[src/rtl/alu_exec_unit_pkg.sv]
`default_nettype none
// ============================================================================
//  Module      : alu_exec_unit_pkg
//  Description : Shared ALU control codes and execution-unit state encoding.
//                The same code constants are used by the ALU-control decoder.
//  Revision    : 1.0 - initial release
// ============================================================================
package alu_exec_unit_pkg;

  localparam logic [3:0] ALU_AND = 4'b0000;
  localparam logic [3:0] ALU_OR  = 4'b0001;
  localparam logic [3:0] ALU_ADD = 4'b0010;
  localparam logic [3:0] ALU_SRL = 4'b0011;
  localparam logic [3:0] ALU_SRA = 4'b0100;
  localparam logic [3:0] ALU_NOR = 4'b0101;
  localparam logic [3:0] ALU_SUB = 4'b0110;
  localparam logic [3:0] ALU_SLT = 4'b0111;
  localparam logic [3:0] ALU_XOR = 4'b1001;
  localparam logic [3:0] ALU_SLL = 4'b1011;

  typedef enum logic [1:0] {
    ST_IDLE  = 2'd0,
    ST_SHIFT = 2'd1,
    ST_DONE  = 2'd2
  } state_t;

  function automatic logic is_shift(input logic [3:0] code);
    return (code == ALU_SRA) || (code == ALU_SRL) || (code == ALU_SLL);
  endfunction

endpackage
`default_nettype wire

[src/rtl/alu_exec_unit_comb_core.sv]
`default_nettype none
// ============================================================================
//  Module      : alu_comb_core
//  Description : Single-cycle ALU datapath: logic ops, add/sub with signed
//                overflow, and set-less-than. Shift codes pass B through
//                unchanged (the zero-distance shift result).
//  Ports       : i_ctrl     - 4-bit ALU control code
//                i_a, i_b   - operands
//                o_result   - combinational result
//                o_overflow - signed overflow (add/sub only)
//  Revision    : 1.0 - initial release
// ============================================================================
module alu_comb_core
  import alu_exec_unit_pkg::*;
#(
  parameter int W = 32
) (
  input  logic [3:0]   i_ctrl,
  input  logic [W-1:0] i_a,
  input  logic [W-1:0] i_b,
  output logic [W-1:0] o_result,
  output logic         o_overflow
);

  logic [W-1:0] w_sum;
  logic [W-1:0] w_diff;
  logic         w_add_ovf;
  logic         w_sub_ovf;
  logic         w_slt;

  assign w_sum  = i_a + i_b;
  assign w_diff = i_a - i_b;
  // Subtraction is A + ~B + 1, so its operand signs agree when A and B differ.
  assign w_add_ovf = (i_a[W-1] == i_b[W-1]) && (w_sum[W-1]  != i_a[W-1]);
  assign w_sub_ovf = (i_a[W-1] != i_b[W-1]) && (w_diff[W-1] != i_a[W-1]);
  assign w_slt     = ($signed(i_a) < $signed(i_b));

  always_comb begin
    o_result   = w_sum;
    o_overflow = 1'b0;
    case (i_ctrl)
      ALU_AND: o_result = i_a & i_b;
      ALU_OR:  o_result = i_a | i_b;
      ALU_XOR: o_result = i_a ^ i_b;
      ALU_NOR: o_result = ~(i_a | i_b);
      ALU_SUB: begin
        o_result   = w_diff;
        o_overflow = w_sub_ovf;
      end
      ALU_SLT: o_result = {{(W-1){1'b0}}, w_slt};
      ALU_SRA, ALU_SRL, ALU_SLL: o_result = i_b;
      default: begin
        // ALU_ADD and every unassigned code execute as add
        o_result   = w_sum;
        o_overflow = w_add_ovf;
      end
    endcase
  end

endmodule
`default_nettype wire

[src/rtl/alu_exec_unit.sv]
`default_nettype none
// ============================================================================
//  Module      : alu_exec_unit
//  Description : Execution-stage ALU with registered result, zero and overflow
//                flags. Shifts run one bit per cycle, so operation and result
//                sides use valid/ready handshakes.
//  Ports       : inClk, inRstN           - clock, async active-low reset
//                inOpValid / outOpReady  - operation handshake
//                inALUControl, inA, inB, inShamt - operation and operands
//                outResValid / inResReady - result handshake
//                outResult, outZero, outOverflow  - registered result/flags
//  Revision    : 1.0 - initial release
// ============================================================================
module alu_exec_unit
  import alu_exec_unit_pkg::*;
#(
  parameter int W  = 32,
  parameter int SW = 5
) (
  input  logic          inClk,
  input  logic          inRstN,
  input  logic          inOpValid,
  output logic          outOpReady,
  input  logic [3:0]    inALUControl,
  input  logic [W-1:0]  inA,
  input  logic [W-1:0]  inB,
  input  logic [SW-1:0] inShamt,
  output logic          outResValid,
  input  logic          inResReady,
  output logic [W-1:0]  outResult,
  output logic          outZero,
  output logic          outOverflow
);

  state_t        r_state;
  logic [W-1:0]  r_result;
  logic          r_zero;
  logic          r_ovf;
  logic          r_res_valid;
  logic          r_op_ready;
  logic [W-1:0]  r_acc;
  logic [SW-1:0] r_cnt;
  logic [3:0]    r_kind;

  logic [W-1:0]  w_core_res;
  logic          w_core_ovf;
  logic          w_is_shift;
  logic [W-1:0]  w_imm_res;
  logic          w_imm_ovf;
  logic [W-1:0]  w_acc_next;

  function automatic logic [W-1:0] shift1(input logic [3:0] kind,
                                          input logic [W-1:0] v);
    case (kind)
      ALU_SRA: shift1 = {v[W-1], v[W-1:1]};
      ALU_SRL: shift1 = {1'b0, v[W-1:1]};
      default: shift1 = {v[W-2:0], 1'b0};
    endcase
  endfunction

  alu_comb_core #(.W(W)) u_core (
    .i_ctrl     (inALUControl),
    .i_a        (inA),
    .i_b        (inB),
    .o_result   (w_core_res),
    .o_overflow (w_core_ovf)
  );

  assign w_is_shift = is_shift(inALUControl);
  assign w_acc_next = shift1(r_kind, r_acc);

  // The accept edge performs the first shift step, so a shift by N finishes
  // N edges after accept; N==1 completes directly from IDLE.
  always_comb begin
    w_imm_res = w_core_res;
    w_imm_ovf = w_core_ovf;
    if (w_is_shift && (inShamt == SW'(1))) begin
      w_imm_res = shift1(inALUControl, inB);
      w_imm_ovf = 1'b0;
    end
  end

  always_ff @(posedge inClk or negedge inRstN) begin
    if (!inRstN) begin
      r_state     <= ST_IDLE;
      r_result    <= '0;
      r_zero      <= 1'b1;
      r_ovf       <= 1'b0;
      r_res_valid <= 1'b0;
      r_op_ready  <= 1'b1;
      r_acc       <= '0;
      r_cnt       <= '0;
      r_kind      <= ALU_ADD;
    end else begin
      case (r_state)
        ST_IDLE: begin
          if (inOpValid) begin
            r_op_ready <= 1'b0;
            if (w_is_shift && (inShamt > SW'(1))) begin
              r_acc   <= shift1(inALUControl, inB);
              r_cnt   <= inShamt - SW'(1);
              r_kind  <= inALUControl;
              r_state <= ST_SHIFT;
            end else begin
              r_result    <= w_imm_res;
              r_zero      <= (w_imm_res == '0);
              r_ovf       <= w_imm_ovf;
              r_res_valid <= 1'b1;
              r_state     <= ST_DONE;
            end
          end
        end
        ST_SHIFT: begin
          if (r_cnt == SW'(1)) begin
            r_result    <= w_acc_next;
            r_zero      <= (w_acc_next == '0);
            r_ovf       <= 1'b0;
            r_res_valid <= 1'b1;
            r_cnt       <= '0;
            r_state     <= ST_DONE;
          end else begin
            r_acc <= w_acc_next;
            r_cnt <= r_cnt - SW'(1);
          end
        end
        ST_DONE: begin
          if (inResReady) begin
            r_res_valid <= 1'b0;
            r_op_ready  <= 1'b1;
            r_state     <= ST_IDLE;
          end
        end
        default: begin
          r_state    <= ST_IDLE;
          r_op_ready <= 1'b1;
        end
      endcase
    end
  end

  assign outOpReady  = r_op_ready;
  assign outResValid = r_res_valid;
  assign outResult   = r_result;
  assign outZero     = r_zero;
  assign outOverflow = r_ovf;

endmodule
`default_nettype wire

[config.mk]
export PLATFORM = sky130hd
export DESIGN_NAME = alu_exec_unit
export DESIGN_NICKNAME = d
export VERILOG_FILES = /design/src/rtl/alu_exec_unit_pkg.sv /design/src/rtl/alu_exec_unit_comb_core.sv /design/src/rtl/alu_exec_unit.sv
export SDC_FILE = /design/constraint.sdc
export NUM_CORES = 1
export LEC_CHECK = 0
export CORE_MARGIN = 2
export CORE_UTILIZATION = 25
export CTS_BUF_LIST = sky130_fd_sc_hd__clkbuf_4
export DETAILED_ROUTE_END_ITERATION = 8
export PLACE_DENSITY = 0.52
export SYNTH_ARGS = -nofsm -noshare
export SYNTH_HDL_FRONTEND = slang
export SYNTH_SLANG_ARGS = --single-unit
[constraint.sdc]
create_clock -name inClk -period 9.8 [get_ports inClk]
set_clock_uncertainty 0.1 [all_clocks]
set_input_delay 2.94 -clock inClk [delete_from_list [all_inputs] [get_ports inClk]]
set_output_delay 2.94 -clock inClk [all_outputs]
set_load 0.05 [all_outputs]
==> results of run 1 <==
## through the flow
stage,total power (µW),worst slack (ns)
3_3_place_gp,2061,2.166
5_1_grt,2448,2.291
6_report,2297,2.401
3_5_place_dp,2072,2.107
2_1_floorplan,1581,3.753
4_1_cts,2298,2.547
## per-layer routing
layer | vias up | part of all wire, % | GRT usage, %
li1 | 5640 | - | -
met1 | 5850 | 44 | 28.18
met2 | 637 | 44 | 31.46
met3 | 105 | 8.7 | 2.916
met4 | 0 | 3.3 | 6.944
met5 | - | 0 | 0
## synthesized netlist by cell type, drive strengths merged, types with 18 or more instances
master  count  area share (%)
o21ai     181             8.2
a21oi     147             6.8
nand2     140             4.8
inv       112             3.8
nor2      105             3.5
ha        103              12
clkbuf     76             2.6
dfrtp      76              17
mux2       55             5.6
buf        35             1.6
nor3       35             1.7
a31oi      28             1.6
nand3      28             1.3
nor4       22             1.3
mux2i      21             1.9
a211oi     20             1.4
a21o       18             1.2
o31ai      18             1.4
## report_power, final
part	leakage [µW]	switching (µW)	internal [µW]
registers	0.000970	116	482
logic	0.00415	919	557
clock network	0.0000821	118	106
total	0.00520	1150	1140
## kinds of logic (layout without fill, tap and decap cells)
group           Yosys count  after routing
compound gates          579            579
simple gates            437            437
buf+inv                 223            257
fa+ha+maj               105            105
flops                    79             79
mux                      77             77
xor+xnor                 21             21
other cells               0              1
## critical path: cells and delay by family
kind / cells / cell delay [ns]
simple gates: 9 / 3.61
buf+inv: 1 / 0.76
compound gates: 2 / 0.33
## area by class of cell
cell class              instances  area [µm²]
multi-input cells            1219        8268
diodes                          1       2.502
fillers                      4825       31220
inverters                     112       420.4
well taps                     592       740.7
flip-flops and latches         79        1981
clock buffers                  10       75.07
repair buffers                129        1236
clock inverters                 6       83.83
## registers in the layout, indices dropped and copies added (netlist names)
register	cells
outOverflow	1
outResValid	1
outOpReady	1
r_kind	4
r_acc	32
r_cnt	5
outResult	32
outZero	1
r_state	2
## path summary, 6_finish.rpt
check	cells after the start	end	from
setup / recovery	12	outZero	inALUControl[1]
hold / removal	2	outOpReady	outOpReady
setup reg to reg	11	outZero	r_state[1]
hold reg to reg	2	outOpReady	outOpReady
max in group asynchronous	2	r_cnt[4]	inRstN
min in group asynchronous	1	r_acc[5]	inRstN
==> key figures, run 1 <==
Drt
  • DR vias/cell: 5.695
  • Drt first pass iters: 6
  • Final antenna-violating net count: 0
  • Post-Route WL: approximately 48000 µm
  • Per-cell routed wire length: about 22 µm
  • DR vias: ~12000
  • 1st-iter DRT viols: between 1000 and 1500
  • Remaining DRCs: 0

Place
  • DP Cell Count: 2131
  • Placer congestion estimate: 0.9851
  • Post-place instance area: 12650 µm²
  • Hpwl dp: 37290 µm
  • Count of buffers from port buffering: 112

Finish
  • Most common cell after layout, fill and taps aside: o21ai_0
  • Fraction of layout cells with a size suffix above 1: 8.682%
  • Most frequent cells in the layout: o21ai_0, a21oi_1, nand2_1, clkdlybuf4s50_1, inv_1
  • Finished Cell Area: 12810 µm²
  • Final Util: 29.09%
  • Area Overhead vs Synth: 15.35%
  • Finished Layout Cells: 2148
  • Final #Nets: about 1700

Timing
  • Max Fclk: 135.2 MHz
  • Final setup vio count: 0
  • WHS: 0.3857 ns
  • Setup repair after global routing missed its margin: no
  • Tcrit/Tclk final: 75.50%
  • Setup TNS: 0 ns
  • Final hold violations: 0
  • Fin. max-slew vios: 0
  • Relative slew margins: 24.01%
  • Worst slew pin tran: 1.111 ns
  • Min cycle time layout: 7.399 ns

Floorplan
  • Die Area: 46110 µm²
  • Die height: 214.7 µm
  • Core Area: 44030 µm²
  • Boundary Pins: 113
  • Starting Density: 25.22%
  • # rows: 77
  • Die Wd: 214.7 µm

Synth
  • Async SR Flop Fraction: 100.0%
  • Yosys cell types: just under 100
  • Net count after synthesis: about 1700
  • Ys flop type: dfrtp_1
  • Post-Synth Adder-Cell Area: 11.97%
  • Synth Area per Inst: between 7 and 8 µm²
  • Synth warnings: 0
  • Synthesized area: 11100 µm²
  • Synth Instances: 1521
  • Post-synthesis mux area share: 7.674%
  • Number of synthesized flops with an enable pin: 0
  • Post-synthesis simple-gate area fraction: 19.37%
  • Seq/Total Area, Yosys: between 10% and 20%
  • Number of synthesized register bits: 79
  • Post-synthesis compound-gate area fraction: approximately 34%
  • XOR/XNOR share of the synthesized area: ~1.7%
  • Largest family of logic cells by synthesized area: compound AO/OA/AOI/OAI gates

Critical path
  • CP arrival: 7.66 ns
  • Crit path capture type: flip-flop
  • Max incr delay on CP: 0.76 ns
  • Reg2reg setup slack: 6.10 ns
  • Crit-path slowest cell: clkdlybuf4s50_1
  • Crit Path Max Fanout: 29
  • Startpoint Class: input pin
  • Worst setup path class: input pin to flip-flop
  • Crit path cell chain: clkdlybuf4s50_1 > or4b_4 > nand2_2 > nand2_1 > nor2_1 > a21oi_1 > or4b_1 > nor4b_2 > nand4_1 > nor4b_2 > nand4_1 > o31ai_2
  • Worst EP required: 10.06 ns

Global routing
  • Vias in the first global route: 11490
  • Antenna violations before repair: 2
  • Largest net degree at the start of global routing: 80
  • GR Overflow Total: 0
  • First-pass GRT wire length: 72380 µm
  • GRT Util Overall: between 20 and 25%

Clock network
  • Clk buf depth: 2
  • Clk Latency, worst-skew pair: 0.44 ns
  • # H-tree levels: 3
  • Postcts setup bufs: 0
  • Resize count post-CTS: 0
  • CTS buffer count: 9
  • CTS sink count: 79
  • Root Buffer: clkbuf_4
  • CTS Hold Bufs: 0
  • CTS tree: built
  • Clock transition at the registers of the reported paths: 0.13 ns

Outcome
  • Status: completed

Pwr
  • Worst vdd ir: approximately 150 µV
  • PwrDens: around 180 nW/µm²
  • Static Leak: between 0.005 and 0.006 µW

Worst hold path
  • Hold WC Path Type: flip-flop to flip-flop

Job
  • Max-Cap Viols: 0
(Power assumes the default switching activity.)
==> run 2, diff against run 1 <==
==> constraint.sdc (replaced) <==
create_clock -name inClk -period 7.15 [get_ports inClk]
set_clock_uncertainty 0.1 [all_clocks]
set_input_delay 2.145 -clock inClk [delete_from_list [all_inputs] [get_ports inClk]]
set_output_delay 2.145 -clock inClk [all_outputs]
set_load 0.05 [all_outputs]
==> run 2 against run 1 <==
Critical path depth increased by 2; setup slack lost 1.5 ns; global-route usage increased by 0.071 points; final cell count is 1.4% higher; utilization up 0.62 points; first-iteration DRC count down 8.3%; sequential cell count is the same.
==> key figures, run 2 (synthesized netlist as in run 1, its figures left out) <==
Finish
  • Final #Nets: 1762
  • Most frequent cells in the layout: o21ai_0, a21oi_1, nand2_1, clkdlybuf4s50_1, inv_1
  • Area Overhead vs Synth: 17.80%
  • Most common cell after layout, fill and taps aside: o21ai_0
  • Fraction of layout cells with a size suffix above 1: 10.41%
  • Finished Layout Cells: 2178
  • Final Util: 29.71%
  • Fill cell count: around 4800

Timing
  • Worst Slack Setup Final: 0.8527 ns
  • Setup TNS: 0 ns
  • Relative slew margins: 15.73%
  • Worst slew pin tran: roughly 1.2 ns
  • Min cycle time layout: 6.297 ns
  • Tcrit/Tclk final: 88.07%
  • Final hold violations: 0
  • Final setup vio count: 0
  • Max Fclk: between 150 and 200 MHz
  • Fin. max-slew vios: 0
  • Setup repair after global routing missed its margin: no

Floorplan
  • Boundary Pins: about 110
  • Die Wd: 214.7 µm
  • Die height: ~210 µm
  • Core Area: 44030 µm²
  • # rows: 77
  • Starting Density: 25.22%
  • Die Area: 46110 µm²

Place
  • Count of buffers from port buffering: 112
  • DP Cell Count: 2161
  • Pre-CTS WS: between 0.5 and 0.6 ns
  • Placer congestion estimate: roughly 0.93
  • Hpwl dp: 38150 µm

Pwr
  • Clock power frac: a little under an eighth
  • Switch share: about half
  • Comb power frac: 62.8%
  • Static Leak: approximately 0.0054 µW
  • Worst vdd ir: 163.9 µV
  • PwrDens: 247.9 nW/µm²
  • Pwr Total: 3242 µW
  • Internal power: around 1700 µW
  • Psw: about 1600 µW
  • Seq pwr share: about a quarter

Drt
  • DR vias: 12240
  • Post-Route WL: 48070 µm
  • Per-cell routed wire length: 22.07 µm
  • Drt first pass iters: 7
  • Final antenna-violating net count: 0
  • 1st-iter DRT viols: 1362
  • DR vias/cell: ~5.6
  • Remaining DRCs: 0

Clock network
  • CTS sink count: 79
  • Postcts setup bufs: 0
  • Clock transition at the registers of the reported paths: 0.13 ns
  • # H-tree levels: 3
  • Clk Latency, worst-skew pair: approximately 0.47 ns
  • CTS buffer count: 9
  • Root Buffer: clkbuf_4
  • CTS Hold Bufs: 0
  • Resize count post-CTS: 0
  • CTS tree: built
  • Clk buf depth: 2

Critical path
  • Worst path bufs/invs: 2
  • Crit Path Max Fanout: 12
  • Startpoint Class: input pin
  • Crit path cell chain: clkdlybuf4s50_1 > inv_1 > ha_1 > nor4_2 > nand2_1 > a21oi_1 > nor3_1 > a2111oi_0 > a21oi_1 > nor4b_2 > nand4_1 > nor4b_2 > nand4_1 > o31ai_2
  • Crit path capture type: flip-flop
  • Family with the most delay on the worst path: simple AND/OR/NAND/NOR gates
  • CP arrival: 6.57 ns
  • Max incr delay on CP: 0.66 ns
  • Worst setup path class: input pin to flip-flop
  • Worst EP required: 7.42 ns
  • Crit-path slowest cell: a2111oi_0

Worst hold path
  • Hold WC Path Type: flip-flop to flip-flop

Global routing
  • Vias in the first global route: roughly 12000
  • First-pass GRT wire length: 72650 µm
  • Largest net degree at the start of global routing: 80
  • GRT Util Overall: between 20% and 30%
  • GR Overflow Total: 0
  • Antenna violations before repair: 1

Job
  • Max-Cap Viols: 0

Outcome
  • Status: completed
==> run 2: changes by cell type in the layout (fill, tap and decap cells not counted), sizes merged <==
cell	delta
buf	+30
bufinv	+2
clkinvlp	-1
inv	-1
==> run 2: worst reg2reg max path, stage by stage, from the launching register on <==
cell and delay (ns):
dfrtp_1 0.45, or3b_2 0.49, a21oi_4 0.15, buf_4 0.41, mux2_2 0.43, nor2_1 0.10
nand4_1 0.09, or4_1 0.53, o41a_1 0.42, o31ai_2 0.07
==> run 2: routing by layer <==
layer / track usage, % / share of wire (%) / up-vias
met5: 0 / 0 / -
met4: 7.847 / 3.7 / 0
met3: 2.887 / 8.2 / 106
met2: 30.76 / 43 / 582
met1: 28.64 / 45 / 5867
li1: - / - / 5686
==> run 2: power by group through the flow <==
stage	clock, µW	combinational, µW	sequential [µW]
5_1_grt	410	2190	851
2_1_floorplan	0	1060	1110
4_1_cts	396	2030	823
3_5_place_dp	0	2020	832
3_3_place_gp	0	2010	828
6_report	386	2040	820
==> run 2: cell type report <==
type                       count  area (µm²)  area share, %
antenna                        1       2.502        0.01913
timing repair buffer         159        1461          11.17
inverter                     112       420.4          3.214
sequential                    79        1981          15.14
tap                          592       740.7          5.663
multi-input combinational   1219        8267          63.20
clock inverter                 6       132.6          1.014
clock buffer                  10       75.07         0.5739
==> run 2: path summary, 6_finish.rpt <==
path                            start  slack [ns]             to  cells past startpoint
max in group asynchronous      inRstN        4.52  outResult[25]                      1
setup reg to reg            r_kind[0]        3.83        outZero                      9
hold / removal             outOpReady        0.38     outOpReady                      2
min in group asynchronous      inRstN        1.75  outResult[10]                      1
setup / recovery              inB[10]        0.85        outZero                     14
hold reg to reg            outOpReady        0.38     outOpReady                      2
==> run 2: per-stage QoR <==
stage / instance area [µm²] / hold slack, ns
6_report: 13080 / 0.3816
5_1_grt: 13080 / 0.3973
4_1_cts: 13080 / 0.3874
3_5_place_dp: 12870 / 0.3689
3_3_place_gp: 12870 / 0.3621
2_1_floorplan: 11100 / 0.3446
